## src/rtl/rf_write_arbiter.sv

```systemverilog
// Round-robin arbiter sharing the register-file write port between the single-cycle
// writeback path (A) and the multicycle unit (B), with a pending-destination scoreboard for B.
module rf_write_arbiter #(
    parameter int unsigned WORD    = 64,
    parameter int unsigned RADDR   = 5,
    parameter int unsigned LR_IDX  = 30,
    parameter int unsigned XZR_IDX = 31
) (
    input  logic             clk,
    input  logic             rst,
    input  logic             stall,
    input  logic             a_valid,
    output logic             a_ready,
    input  logic [RADDR-1:0] a_reg,
    input  logic             a_link,
    input  logic [WORD-1:0]  a_data,
    input  logic             b_valid,
    output logic             b_ready,
    input  logic [RADDR-1:0] b_reg,
    input  logic [WORD-1:0]  b_data,
    input  logic             b_issue,
    input  logic [RADDR-1:0] b_issue_reg,
    output logic             RegWrite,
    output logic [RADDR-1:0] w_reg,
    output logic [WORD-1:0]  w_data,
    output logic             w_src_b,
    output logic [31:0]      pend
);

    typedef enum logic {
        LAST_A = 1'b0,
        LAST_B = 1'b1
    } last_t;

    last_t            last;
    logic             grant_a;
    logic             grant_b;
    logic             a_xfer;
    logic             b_xfer;
    logic [RADDR-1:0] ea;
    logic [31:0]      set_vec;
    logic [31:0]      clr_vec;

    assign ea = a_link ? RADDR'(LR_IDX) : a_reg;

    always_comb begin
        grant_a = 1'b0;
        grant_b = 1'b0;
        if (!stall) begin
            if (a_valid && b_valid) begin
                if (last == LAST_B) grant_a = 1'b1;
                else                grant_b = 1'b1;
            end else begin
                grant_a = a_valid;
                grant_b = b_valid;
            end
        end
    end

    assign a_ready = grant_a & ~rst;
    assign b_ready = grant_b & ~rst;
    assign a_xfer  = a_valid & a_ready;
    assign b_xfer  = b_valid & b_ready;

    // Set is applied after clear so a re-issued destination stays pending.
    always_comb begin
        set_vec = '0;
        clr_vec = '0;
        if (b_issue && (b_issue_reg != RADDR'(XZR_IDX))) set_vec[b_issue_reg] = 1'b1;
        if (b_xfer) clr_vec[b_reg] = 1'b1;
    end

    always_ff @(posedge clk or posedge rst) begin
        if (rst) begin
            RegWrite <= 1'b0;
            w_reg    <= '0;
            w_data   <= '0;
            w_src_b  <= 1'b0;
            last     <= LAST_B;
        end else if (a_xfer) begin
            RegWrite <= (ea != RADDR'(XZR_IDX));
            w_reg    <= ea;
            w_data   <= a_data;
            w_src_b  <= 1'b0;
            last     <= LAST_A;
        end else if (b_xfer) begin
            RegWrite <= (b_reg != RADDR'(XZR_IDX));
            w_reg    <= b_reg;
            w_data   <= b_data;
            w_src_b  <= 1'b1;
            last     <= LAST_B;
        end else begin
            RegWrite <= 1'b0;
        end
    end

    always_ff @(posedge clk or posedge rst) begin
        if (rst) pend <= '0;
        else     pend <= (pend & ~clr_vec) | set_vec;
    end

endmodule

```

## config.mk

```make
export PLATFORM = sky130hd
export DESIGN_NAME = rf_write_arbiter
export DESIGN_NICKNAME = d
export VERILOG_FILES = /design/src/rtl/rf_write_arbiter.sv
export SDC_FILE = /design/constraint.sdc
export NUM_CORES = 1
export LEC_CHECK = 0
export BUFFER_PORTS_ARGS = -buffer_cell sky130_fd_sc_hd__buf_4
export CORE_ASPECT_RATIO = 1.1
export CORE_MARGIN = 2
export CORE_UTILIZATION = 51
export CTS_CLUSTER_SIZE = 14
export DETAILED_ROUTE_END_ITERATION = 16
export PLACE_DENSITY = 0.86
export SYNTH_ARGS = -nofsm -noshare
export SYNTH_HDL_FRONTEND = slang
export SYNTH_SLANG_ARGS = --single-unit
export TNS_END_PERCENT = 1
```

## constraint.sdc

```tcl
create_clock -name clk -period 8 [get_ports clk]
set_input_delay 0.4 -clock clk [delete_from_list [all_inputs] [get_ports clk]]
set_output_delay 0.4 -clock clk [all_outputs]
set_load 0.01 [all_outputs]
```

# Word-level counts from Yosys, hierarchy flattened
# Index checks and enable logic that the tools add are counted.
# word_totals
register_bits,104
input_bits,150
out_inout_bits,105
word_cells,47
# op_classes
magnitude_cmp,4
eq_ne,3
muxes,21
n_bitwise,8
reduce_logical,5
# ops
op,n
$mux 64,2
$mux 32,2
$and 32x32->32,1
$not 32->32,1
$or 32x32->32,1
$mux 5,3
$ne 5x5->1 const B,3
$lt 5x6->1 const B,2
$mux 1,12
$demux 1 s5,2
$ge 5x1->1 const B,2
$and 1x1->1,4
$logic_and 1x1->1,4
$reduce_bool 2->1,1
$not 1->1,1

# Longest topological paths before layout
# depth
depth_word,9
mapped_depth,6
depth_no_buf,3

# Worst setup path after synthesis
# OpenSTA, ideal clock, no wires.
# synth_timing
path_type,reg2out
start,register last
end,output port a_ready
arrival_ps,1195
t_required_ps,7600
slack_ps,6405
stages_incl_launch_ff,6
n_path_buf,3
path_cell_list,dfstp_2 -> nand2b_1 -> buf_2 -> and3_1 -> buf_2 -> buf_6
# synth_via
elab_chain_len,4
# synth_rtl
item,line,rtl
start: declaration,35,last_t last;
start signal: assignment,79,last <= LAST_B;
start signal: assignment,85,last <= LAST_A;
start signal: assignment,91,last <= LAST_B;
$mux 1,51,if (last == LAST_B) grant_a = 1'b1;
$mux 1,50,if (a_valid && b_valid) begin
$mux 1,49,if (!stall) begin
$and 1x1->1,60,assign a_ready = grant_a & ~rst;
end: declaration,13,"output logic a_ready,"
# Every way passes these cells.

# Worst setup path after layout
# Ends and elaborated chain as after synthesis.

==> metrics <==
GR Util met1 40.0%; power density relative to cell area 210 mW/mm^2; final worst hold slack 123 ps; Netlist Area Pre-Place 0.00566 mm^2; post-synthesis cell count 553; final count of pins violating max slew 0; remaining global-route overflow 0; outcome complete, no violations; maxcap violations 0; fin cells 914; clock network latency to the later pin of the worst-skew pair 350 ps; Port Buf Inserts 254; die height 114 um; placeable core region 0.0109 mm^2; worst-case headroom to the max-slew limit 20.6%; placed cell count 898; antenna-violating nets left 0; Total Routed Length 18800 um; routed wirelength normalized by instance count 20.6 um; worst clock skew 4.42 ps; WS Path Type flop to output port; Critical path origin last; overall fraction of global-route tracks in use 30.7%; remaining design rule violation count 0; CTS tree yes; most utilized layer in the global route result met2; max FFs per register 64; sequential cell area fraction in the yosys report 46.0%; fraction of post-synthesis cell area in the top cell type by area 45.5%; clock transition at the register clock pins on the worst setup and hold paths after CTS 70 ps; Starting Density 52.1%; initial antenna violation count 0; DR iter-0 viols 513; post-synthesis sequential element count 104; highest net fanout along the worst path 71; overall via count from detail_route 5784; total inserted antenna cells 0; detailed-placement wirelength estimate 12600 um; count of final setup violators 0; design area 0.00790 mm^2; critical register-to-register path startpoint last; startpoint type of the worst setup path flop; library cell with the largest summed area after synthesis sky130_fd_sc_hd__dfrtp_1; library cells used by synthesis 41; GR Layer Usage met3 5.29%; cts bufs inserted 9; arrival time of data at the critical path endpoint 2910 ps; Ys Warns 0; fraction of final layout cells with drive strength greater than 1 42.5%; die span in x 104 um; count of cells resized by post-cts repair 0; Total Die Area 0.0120 mm^2; unrepaired setup endpoints after global routing false; pin count of the biggest net entering global routing 75; global-route wire length before repair 29400 um; count of clock tree sinks 104; global routing met2 resource utilization 49.7%; Post-Place Cell Area 0.00754 mm^2; vias in the first global route 5571; Clock Root Buffer sky130_fd_sc_hd__clkbuf_16; Critical Path RT 7600 ps; worst voltage drop across the vdd grid 0.130 mV; Min Clock Period, post-route 3310 ps; top cells by area in the synthesized netlist sky130_fd_sc_hd__dfrtp_1 46%, sky130_fd_sc_hd__o311ai_2 11%, sky130_fd_sc_hd__nand4_1 7.7%; transition at the pin with the smallest max-transition slack 1190 ps; ratio of final minimum period to clock period 41.4%; total power 1.66 mW; number of hold violations in the final report 0; average vias per placed instance 6.33; mean instance size in the synthesized netlist 10.2 um^2; io pins 255; number of H-tree levels 3; router iterations before antenna repair 5; dpl ws 5020 ps; syn_nets 703; Filler Cell Count 776; row count 40; CTS Hold Bufs 0; final weighted congestion in routability-driven placement 0.898; leak pwr 3.57 nW; Worst Hold Class primary input to async pin; fin nets 912; CTS max path bufs 2; core occupancy in the finished layout 72.7%; kind of capture point of the worst setup path output port; post-route setup slack 4690 ps; synth-to-layout area growth 39.5%; Total Negative Setup Slacks 0 ps; Achievable Freq 302 MHz; post-CTS setup-driven buffer insertion count 0
==> critical path, stage by stage (launching register included) <==
cell and delay, ps:
sky130_fd_sc_hd__dfstp_2 560, sky130_fd_sc_hd__nand2b_2 110, sky130_fd_sc_hd__buf_4 570, sky130_fd_sc_hd__and3_4 1010, sky130_fd_sc_hd__buf_4 260
==> layout by cell type, fill, tap and decap left out, types with 3 or more instances in the layout <==
cell | synthesis | layout
sky130_fd_sc_hd__o21bai_1 | 4 | 4
sky130_fd_sc_hd__nand3_1 | 18 | 18
sky130_fd_sc_hd__o21ai_0 | 64 | 64
sky130_fd_sc_hd__clkbuf_16 | 0 | 9
sky130_fd_sc_hd__nor2b_1 | 11 | 11
sky130_fd_sc_hd__nor3_1 | 3 | 3
sky130_fd_sc_hd__dfrtp_1 | 103 | 103
sky130_fd_sc_hd__inv_1 | 68 | 67
sky130_fd_sc_hd__nand4_1 | 70 | 70
sky130_fd_sc_hd__nor3b_1 | 5 | 5
sky130_fd_sc_hd__o311ai_2 | 40 | 40
sky130_fd_sc_hd__nor2_1 | 6 | 5
sky130_fd_sc_hd__o311ai_1 | 24 | 24
sky130_fd_sc_hd__bufinv_16 | 0 | 3
sky130_fd_sc_hd__a22o_1 | 17 | 17
sky130_fd_sc_hd__and3b_1 | 3 | 3
sky130_fd_sc_hd__and2_1 | 6 | 6
sky130_fd_sc_hd__a221o_1 | 13 | 13
sky130_fd_sc_hd__o311a_1 | 4 | 4
sky130_fd_sc_hd__buf_4 | 4 | 259
sky130_fd_sc_hd__nand3b_1 | 3 | 3
sky130_fd_sc_hd__a21o_1 | 6 | 6
==> cell type report <==
type                            instances  area [um^2]  area share [%]
Inverter                               68          258            3.26
Clock buffer                           11          253            3.20
Clock inverter                          5          103            1.30
Timing Repair Buffer                  259         1940            24.6
Sequential cell                       104         2600            33.0
Multi-Input combinational cell        320         2550            32.3
Tap cell                              147          184            2.33
==> synthesized netlist by cell type, drive strengths merged <==
| cell | instances |
|---|---|
| and2 | 6 |
| a2111oi | 1 |
| nor4bb | 2 |
| nand3 | 18 |
| or2 | 1 |
| a22o | 17 |
| o21bai | 4 |
| a21oi | 1 |
| nor3 | 3 |
| nand2b | 2 |
| nor3b | 5 |
| nor2b | 11 |
| a21o | 6 |
| nand4 | 71 |
| dfrtp | 103 |
| buf | 16 |
| a21boi | 1 |
| inv | 68 |
| nor4b | 3 |
| o21ai | 65 |
| o311ai | 64 |
| and4 | 1 |
| nand2 | 2 |
| o21a | 1 |
| nand3b | 3 |
| a221o | 13 |
| nor2 | 7 |
| and3 | 2 |
| and4b | 1 |
| clkbuf | 45 |
| and3b | 3 |
| dfstp | 1 |
| o2bb2ai | 2 |
| o311a | 4 |
==> cells by family (layout without fill, tap and decap cells) <==
| family | Yosys count | count (layout) | synth area share (%) |
|---|---|---|---|
| flops | 104 | 104 | 46.0 |
| simple gates | 141 | 141 | 15.9 |
| buf+inv | 129 | 343 | 9.31 |
| compound gates | 179 | 179 | 28.8 |
==> power by group <==
part	internal, mW	leakage [nW]	total [mW]	switching, mW
logic	0.239	2.21	0.470	0.231
clock network	0.323	0.172	0.522	0.199
registers	0.614	1.20	0.668	0.0546
total	1.18	3.57	1.66	0.485
==> worst paths after layout <==
check	to	slack, ps	depth (start not counted)
worst max-delay path	a_ready	4690	4
worst min-delay path	pend[6]	120	2
worst max register to register	w_data[27]	5300	4
max in group asynchronous	w_data[13]	6600	3
min in group clk	w_data[25]	330	3
worst min register to register	w_src_b	490	1
==> per-layer routing <==
metal	share of wire (%)	wire length, um	vias up
li1	-	-	2524
met2	49	9180	373
met5	0	0	-
met4	4.2	785	0
met1	39	7370	2825
met3	7.9	1480	62
(Power assumes the default switching activity.)
